### src/rtl/sel3_pkg.sv
// rtl/sel3_pkg.sv - shared state encoding, select constants and index-to-one-hot helper
package sel3_pkg;

    typedef enum logic {
        ST_IDLE  = 1'b0,
        ST_GRANT = 1'b1
    } state_t;

    localparam logic [2:0] SEL_NONE = 3'b000;
    localparam logic [2:0] SEL_A    = 3'b001;
    localparam logic [2:0] SEL_B    = 3'b010;
    localparam logic [2:0] SEL_C    = 3'b100;

    function automatic logic [2:0] idx_to_onehot(input logic [1:0] idx);
        case (idx)
            2'd0:    idx_to_onehot = SEL_A;
            2'd1:    idx_to_onehot = SEL_B;
            2'd2:    idx_to_onehot = SEL_C;
            default: idx_to_onehot = SEL_NONE;
        endcase
    endfunction

endpackage

### src/rtl/rr_pick3.sv
// rtl/rr_pick3.sv - combinational round-robin winner pick among three requesters
module rr_pick3
    import sel3_pkg::*;
(
    input  logic [2:0] i_req,
    input  logic [1:0] i_last,
    output logic [2:0] o_win_oh,
    output logic [1:0] o_win_idx,
    output logic       o_win_any
);

    logic [1:0] w_first;
    logic [1:0] w_second;

    assign w_first  = (i_last >= 2'd2) ? 2'd0 : i_last + 2'd1;
    assign w_second = (w_first >= 2'd2) ? 2'd0 : w_first + 2'd1;

    // Scan lowest priority first so the highest-priority match is assigned last.
    always_comb begin
        o_win_idx = 2'd0;
        o_win_any = 1'b0;
        if (i_req[i_last]) begin
            o_win_idx = i_last;
            o_win_any = 1'b1;
        end
        if (i_req[w_second]) begin
            o_win_idx = w_second;
            o_win_any = 1'b1;
        end
        if (i_req[w_first]) begin
            o_win_idx = w_first;
            o_win_any = 1'b1;
        end
    end

    assign o_win_oh = o_win_any ? idx_to_onehot(o_win_idx) : SEL_NONE;

endmodule

### src/rtl/sel3_rr_arb.sv
// rtl/sel3_rr_arb.sv - sticky round-robin arbiter producing the registered 3:1 mux select (option: SEL3_HOLD_LIMIT_EN)
module sel3_rr_arb
    import sel3_pkg::*;
#(
    parameter int MAX_HOLD = 4,
    parameter int CNT_W    = 8
)
(
    input  logic             clk,
    input  logic             rst,
    input  logic [2:0]       req,
    output logic [2:0]       sl,
    output logic             sl_valid,
    output logic [CNT_W-1:0] hold_cnt
);

    localparam logic [CNT_W-1:0] CNT_MAX = {CNT_W{1'b1}};

    if (MAX_HOLD < 2 || MAX_HOLD > (2 ** CNT_W) - 1) begin : g_bad_cfg
        $error("sel3_rr_arb: MAX_HOLD out of range for CNT_W");
    end

    state_t           r_state;
    logic [2:0]       r_sl;
    logic             r_sl_valid;
    logic [CNT_W-1:0] r_hold_cnt;
    logic [1:0]       r_last;

    logic [2:0]       w_cand;
    logic [2:0]       w_win_oh;
    logic [1:0]       w_win_idx;
    logic             w_win_any;
    logic             w_keep;
    logic             w_rotate;
    logic             w_hold;

    // The current owner is masked out so a pick always names a different source.
    assign w_cand = req & ~r_sl;

    rr_pick3 u_pick (
        .i_req     (w_cand),
        .i_last    (r_last),
        .o_win_oh  (w_win_oh),
        .o_win_idx (w_win_idx),
        .o_win_any (w_win_any)
    );

    assign w_keep = (r_state == ST_GRANT) && |(req & r_sl);

`ifdef SEL3_HOLD_LIMIT_EN
    localparam logic [CNT_W-1:0] HOLD_LAST = CNT_W'(MAX_HOLD - 1);
    assign w_rotate = w_keep && (r_hold_cnt == HOLD_LAST) && w_win_any;
`else
    assign w_rotate = 1'b0;
`endif

    assign w_hold = w_keep && !w_rotate;

    always_ff @(posedge clk or posedge rst) begin
        if (rst) begin
            r_state    <= ST_IDLE;
            r_sl       <= SEL_NONE;
            r_sl_valid <= 1'b0;
            r_hold_cnt <= '0;
            r_last     <= 2'd2;
        end else begin
            case (r_state)
                ST_IDLE: begin
                    if (w_win_any) begin
                        r_state    <= ST_GRANT;
                        r_sl       <= w_win_oh;
                        r_sl_valid <= 1'b1;
                        r_hold_cnt <= '0;
                        r_last     <= w_win_idx;
                    end
                end
                ST_GRANT: begin
                    if (w_hold) begin
                        if (r_hold_cnt != CNT_MAX) begin
                            r_hold_cnt <= r_hold_cnt + 1'b1;
                        end
                    end else if (w_win_any) begin
                        r_sl       <= w_win_oh;
                        r_hold_cnt <= '0;
                        r_last     <= w_win_idx;
                    end else begin
                        r_state    <= ST_IDLE;
                        r_sl       <= SEL_NONE;
                        r_sl_valid <= 1'b0;
                        r_hold_cnt <= '0;
                    end
                end
                default: r_state <= ST_IDLE;
            endcase
        end
    end

    assign sl       = r_sl;
    assign sl_valid = r_sl_valid;
    assign hold_cnt = r_hold_cnt;

endmodule

### config.mk
export PLATFORM = sky130hd
export DESIGN_NAME = sel3_rr_arb
export DESIGN_NICKNAME = d
export VERILOG_FILES = /design/src/rtl/sel3_pkg.sv /design/src/rtl/rr_pick3.sv /design/src/rtl/sel3_rr_arb.sv
export SDC_FILE = /design/constraint.sdc
export NUM_CORES = 1
export LEC_CHECK = 0
export CORE_MARGIN = 8
export CORE_UTILIZATION = 45
export DETAILED_ROUTE_END_ITERATION = 12
export HOLD_SLACK_MARGIN = 0.15
export MAX_ROUTING_LAYER = met4
export PLACE_DENSITY = 0.74
export REMOVE_ABC_BUFFERS = 1
export SLEW_MARGIN = 20
export SYNTH_ARGS = -nofsm -noshare
export SYNTH_HDL_FRONTEND = slang
export SYNTH_SLANG_ARGS = --single-unit
### constraint.sdc
create_clock -name clk -period 2.82 [get_ports clk]
set_clock_uncertainty 0.1 [all_clocks]
set_input_delay 0.564 -clock clk [delete_from_list [all_inputs] [get_ports clk]]
set_output_delay 0.564 -clock clk [all_outputs]
set_load 0.1 [all_outputs]
==> summary.md, run 1 <==
| Metric | Value |
|---|---|
| YS warnings | `0` |
| Fill cells | `153` |
| Static Leak | `0.4691 nW` |
| CTS Buf Count | `3` |
| ANT nets after route | `0` |
| Critical path endpoint category | `register` |
| Cts repair resizes | `0` |
| Antenna diode count | `0` |
| Synthesized cell area | `794.5 sq um` |
| Pin count of the biggest net entering global routing | `16` |
| WP data required | `2.93 ns` |
| Share of layout cells above drive strength 1 | `0.2105` |
| Fin. max-slew vios | `0` |
| Via-to-Cell Ratio | `5.672` |
| Die width | `58.02 um` |
| Clock-pin slew on the worst setup and hold paths | `0.09 ns` |
| Clock Latency Late Sink | `0.28 ns` |
| Mapped Cells | `87` |
| Final Hold Viols | `0` |
| Highest clock rate | `396.8 MHz` |
| Commonest non-fill, non-tap cell in the layout | `buf_4` |
| Most frequent cells in the layout | `buf_4, o21ai_0, dfrtp_1, nand2_1, a21oi_1` |
| Gr usage total | `0.1200` |
| Bufs on Longest Clock Path | `2` |
| CP startpoint | `req[2]` |
| Tightest Hold Check Type | `register to register` |
| Beginning of the worst hold path | `sl_valid` |
| Seq cells post-synth | `15` |
| Outcome | `complete, no violations` |
| Multi-input gate area | `395.4 sq um` |
| Hold_ws | `0.4216 ns` |
| Register area | `376.6 sq um` |
| IO Pins | `17` |
| Worst relative slew slack | `0.5351` |
| Synth unique cells | `26` |
| Row count | `15` |
| DR pass1 iterations | `4` |
| Vias post-DR | `743` |
| Period minus WS final | `2.520 ns` |
| Vias in the first global route | `684` |
| Cts hold-fix bufs | `0` |
| Area growth syn-to-layout | `28.98%` |
| Critical Path Source Type | `input pin` |
| Iter 0 DRT Violations | `23` |
| Initial Util | `0.4704` |
| # setup viols final | `0` |
| Pwr Density | `979.5 nW/um^2` |
| CP max FO | `4` |
| # nets final | `122` |
| Core ar. | `1689 sq um` |
| Detailed Route WL | `1825 um` |
| IO Port Bufs | `16` |
| GPL Wtd Cong | `0.8015` |
| Fin Setup TNS | `0 ns` |
| First-pass GRT wire length | `3111 um` |
| Routed WL per cell | `13.93 um` |
| Seq/Total Area, Yosys | `0.4740` |
| Max_cap viols | `0` |
| Postcts setup bufs | `0` |
| Fin crit share | `0.8938` |
| Clk root buf | `clkbuf_4` |
| Die H | `58.02 um` |
| Initial antenna violation count | `0` |
| CTS sink cnt | `15` |
| Crit path DAT | `2.63 ns` |
| Syn Area/Cell | `9.132 sq um` |
| CTS tree | `done` |
| Post-detail-place hpwl | `1420 um` |
| DRC Markers | `0` |
| Worst reg-to-reg setup slack | `0.66 ns` |
| RSZ-0062 raised after global routing | `no` |
| CP Class | `input pin to register` |
| Total grt overflow | `0` |
| Worst slew pin tran | `0.6915 ns` |
| Die Area | `3366 sq um` |
| R2r startpoint | `sl[0]` |
| Peak VDD IR | `0.6600 mV` |
| H-tree level count | `1` |
-- critical path, stage by stage --
cell and delay, ns:
clkdlybuf4s50_1 0.48, nor2b_1 0.17, a211o_1 0.16, inv_1 0.05
ha_1 0.20, or4_1 0.54, or3_1 0.32, a21oi_1 0.14
-- through the flow --
stage	instance area, sq um	power, W	instances	worst slack [ns]	utilization
after floorplan	794.5	0.0007317	87	0.1585	-
after global placement	998.5	0.0008831	127	0.04753	0.5911
after detailed placement	998.5	0.0008868	127	0.02130	0.5911
after CTS	1025	0.001009	131	0.3057	0.6067
after global routing	1025	0.001065	131	0.1495	0.6067
final	1025	0.001004	131	0.2995	0.6067
-- final cells by class --
cell class / instances / share of cell area
multi-input combinational: 66 / 0.3858
clock buffer: 4 / 0.02564
tap: 17 / 0.02076
timing repair buffer: 23 / 0.1783
sequential: 15 / 0.3675
inverter: 6 / 0.02198
-- sequential cells by signal (all words and copies together) (netlist names) --
signal	cells
hold_cnt	8
r_last	2
r_state	1
sl	3
sl_valid	1
-- path summary, 6_finish.rpt --
path                                    end  depth (start not counted)
worst min register to register     sl_valid                          1
worst min-delay path               sl_valid                          1
min in group asynchronous       hold_cnt[6]                          2
max in group asynchronous         r_last[1]                          2
worst max-delay path            hold_cnt[7]                          8
worst max register to register  hold_cnt[7]                          7
-- cell usage after synthesis --
library cell	n	area [sq um]
or2_1	1	6.260
a222oi_1	1	10.01
or3_1	5	31.28
nand3_1	2	10.01
a22o_1	1	8.760
nand4_1	2	12.51
a21oi_1	7	35.03
nor2b_1	3	18.77
a211o_1	1	8.760
inv_1	6	22.52
nor2_1	6	22.52
dfstp_2	1	26.28
nor4_2	1	12.51
or4b_1	1	10.01
nand2b_1	1	6.260
o21ai_0	14	70.07
a31oi_1	1	6.260
o311ai_0	1	8.760
dfrtp_1	14	350.3
a21o_1	1	7.510
o31ai_1	1	7.510
or4_1	1	7.510
ha_1	2	25.02
nand2_1	9	33.78
o2bb2ai_1	3	26.28
a32o_1	1	10.01
-- logic make-up (layout without fill, tap and decap cells) --
| family | Yosys count | after routing | synth area share |
|---|---|---|---|
| simple gates | 32 | 32 | 0.2158 |
| fa+ha+maj | 2 | 2 | 0.03149 |
| compound gates | 32 | 32 | 0.2504 |
| flops | 15 | 15 | 0.4740 |
| buf+inv | 6 | 33 | 0.02834 |
-- per-layer routing --
layer | share of wire | routed length [um] | GRT usage
met2 | 0.45 | 814 | 0.1783
met3 | 0.062 | 114 | 0.02649
met1 | 0.49 | 890 | 0.1527
met5 | 0 | 0 | -
met4 | 0.0033 | 6 | 0.05245
-- power by group --
part | total, W | internal, W | switching, W | leakage [nW]
combinational | 0.000559 | 0.000154 | 0.000405 | 0.259
sequential | 0.000324 | 0.000270 | 0.0000545 | 0.195
clock | 0.000120 | 0.0000548 | 0.0000655 | 0.0150
total | 0.00100 | 0.000479 | 0.000525 | 0.469
No activity file was read; power rests on OpenSTA's default activity.
==> run 2: changes to the inputs <==
Settings changed: GPL_TIMING_DRIVEN set to 0.
==> summary.md, run 2 (synthesis results as in run 1) <==
| Metric | Value |
|---|---|
| Period minus WS final | `2.669 ns (+0.1482 ns)` |
| Tightest Hold Check Type | `register to register` |
| Cts repair resizes | `0 (unchanged)` |
| Switching power | `0.0005172 W (-1.5%)` |
| Fin. max-slew vios | `0 (unchanged)` |
| Initial antenna violation count | `0 (unchanged)` |
| # setup viols final | `0 (unchanged)` |
| Row count | `15 (unchanged)` |
| WHS Path Cells | `1 (unchanged)` |
| Final core occ | `0.5978 (-0.008889)` |
| Area growth syn-to-layout | `27.09%` |
| Seq pwr share | `0.331 (+0.008)` |
| Vias in the first global route | `641 (-6.3%)` |
| Post-detail-place hpwl | `1360 um (-4.2%)` |
| Via-to-Cell Ratio | `5.790 (+2.1%)` |
| RSZ-0062 raised after global routing | `no` |
| Commonest non-fill, non-tap cell in the layout | `clkdlybuf4s50_1` |
| R2r startpoint | `sl[2]` |
| WHS Endpoint | `sl_valid` |
| Worst Slack Setup Final | `0.1513 ns (-0.1482 ns)` |
| Crit path DAT | `2.77 ns (+0.14 ns)` |
| Die width | `58.02 um (unchanged)` |
| DR pass1 iterations | `4 (unchanged)` |
| Static Leak | `0.4124 nW (-12%)` |
| Max_cap viols | `0 (unchanged)` |
| Cts hold-fix bufs | `0 (unchanged)` |
| Core ar. | `1689 sq um (unchanged)` |
| Setup slack after placement | `-0.2483 ns (-0.2696 ns)` |
| Largest register FFs | `8 (unchanged)` |
| Total grt overflow | `0 (unchanged)` |
| Placed Area | `975.9 sq um (-2.3%)` |
| IO Port Bufs | `16 (unchanged)` |
| DRC Markers | `0 (unchanged)` |
| Highest clock rate | `374.7 MHz (-5.6%)` |
| Clock-pin slew on the worst setup and hold paths | `0.09 ns (about the same)` |
| Routed WL per cell | `14.08 um (+1.1%)` |
| Hold_ws | `0.4037 ns (-0.01790 ns)` |
| H-tree level count | `1 (unchanged)` |
| R2R cell count | `7 (unchanged)` |
| GPL Wtd Cong | `0.8294 (+3.5%)` |
| Critical Path Source Type | `input pin` |
| Vias post-DR | `718 (-3.4%)` |
| Initial Util | `0.4704 (unchanged)` |
| Iter 0 DRT Violations | `28 (+22%)` |
| Worst reg-to-reg setup slack | `0.51 ns (-0.15 ns)` |
| CTS tree | `done` |
| First-pass GRT wire length | `2780 um (-11%)` |
| ANT nets after route | `0 (unchanged)` |
| Fin crit share | `0.9463 (+0.05255)` |
| Power share of the clock group | `0.121 (about the same)` |
| CP Class | `input pin to register` |
| Gr usage total | `0.1062 (-0.01380)` |
| Final Hold Viols | `0 (unchanged)` |
| Peak VDD IR | `0.5342 mV (-19%)` |
| IO Pins | `17 (unchanged)` |
| Outcome | `complete, no violations` |
| Clock Latency Late Sink | `0.27 ns (about the same)` |
| CP max FO | `9 (+5)` |
| Die H | `58.02 um (unchanged)` |
| WP data required | `2.92 ns (about the same)` |
| Fill cells | `150 (-2.0%)` |
| # nets final | `115 (-5.7%)` |
| Power share of the combinational group | `0.548 (-0.009)` |
| Postcts setup bufs | `0 (unchanged)` |
| Worst relative slew slack | `0.3445 (-0.1906)` |
| Pin count of the biggest net entering global routing | `16 (unchanged)` |
| Net Sw Frac | `0.5263 (+0.003375)` |
| Int Pwr | `0.0004655 W (-2.8%)` |
| Pwr Density | `973.3 nW/um^2 (-0.64%)` |
| Critical path endpoint category | `register` |
| Most frequent cells in the layout | `clkdlybuf4s50_1, o21ai_0, dfrtp_1, nand2_1, a21oi_1` |
| Beginning of the worst hold path | `sl_valid` |
| Antenna diode count | `0 (unchanged)` |
| CTS Buf Count | `3 (unchanged)` |
| Worst slew pin tran | `0.9801 ns (+0.2886 ns)` |
| Clk root buf | `clkbuf_4` |
| Final instance area | `1010 sq um (-1.5%)` |
| Detailed Route WL | `1746 um (-4.3%)` |
| CTS sink cnt | `15 (unchanged)` |
| Bufs on Longest Clock Path | `2 (unchanged)` |
| Reg2Reg Capture Point | `hold_cnt[5]` |
| Share of layout cells above drive strength 1 | `0.07477 (-0.1358)` |
| Die Area | `3366 sq um (unchanged)` |
[run 2: cell types whose count changed in the layout (fill, tap and decap cells not counted)]
| cell | delta |
|---|---|
| clkdlybuf4s50_1 | +12 |
| nor2b_1 | -2 |
| ha_1 | -1 |
| nor2b_2 | +2 |
| buf_4 | -19 |
| ha_2 | +1 |
[run 2: power by group through the flow]
| stage | sequential, W | clock [W] | combinational (W) |
|---|---|---|---|
| floorplan | 0.000553 | 0 | 0.000179 |
| global placement | 0.000325 | 0 | 0.000532 |
| detailed placement | 0.000327 | 0 | 0.000534 |
| CTS | 0.000323 | 0.000122 | 0.000535 |
| global route | 0.000334 | 0.000130 | 0.000574 |
| finish | 0.000325 | 0.000119 | 0.000539 |
[run 2: worst max-delay path by stage]
stage / from / to / slack, ns
6_report: req[2] / hold_cnt[5] / 0.15
3_5_place_dp: req[2] / hold_cnt[5] / -0.25
4_1_cts: req[2] / hold_cnt[5] / 0.04
3_3_place_gp: req[2] / hold_cnt[5] / -0.17
5_1_grt: req[2] / hold_cnt[5] / 0.009
2_1_floorplan: sl[2] / hold_cnt[7] / 0.16
[run 2: final cells by class]
cell class	instances	area (sq um)	area share
Multi-Input combinational cell	66	402.9	0.3990
Sequential cell	15	376.6	0.3730
Timing Repair Buffer	16	160.2	0.1586
Clock buffer	4	26.28	0.02602
Inverter	6	22.52	0.02230
Tap cell	17	21.27	0.02107
[run 2: metrics by stage]
| stage | std cells | total power, W | TNS, ns |
|---|---|---|---|
| 5_1_grt | 124 | 0.001039 | 0 |
| 3_5_place_dp | 120 | 0.0008610 | -0.4369 |
| 3_3_place_gp | 120 | 0.0008570 | -0.3128 |
| 2_1_floorplan | 87 | 0.0007317 | 0 |
| 6_report | 124 | 0.0009827 | 0 |
| 4_1_cts | 124 | 0.0009800 | 0 |
[run 2: critical path, stage by stage]
cell             delay (ns)
clkdlybuf4s50_1        0.47
nor2b_2                0.18
a211o_1                0.19
inv_1                  0.10
ha_2                   0.23
or4b_1                 0.54
or3_1                  0.32
a21oi_1                0.17
[run 2: per-layer routing]
metal  global-route usage  up-vias  part of all wire
met5                    -        -                 0
met4              0.03846        0            0.0040
met3              0.01987        2             0.029
met2               0.1608       12              0.46
met1               0.1377      340              0.50
li1                     -      364                 -
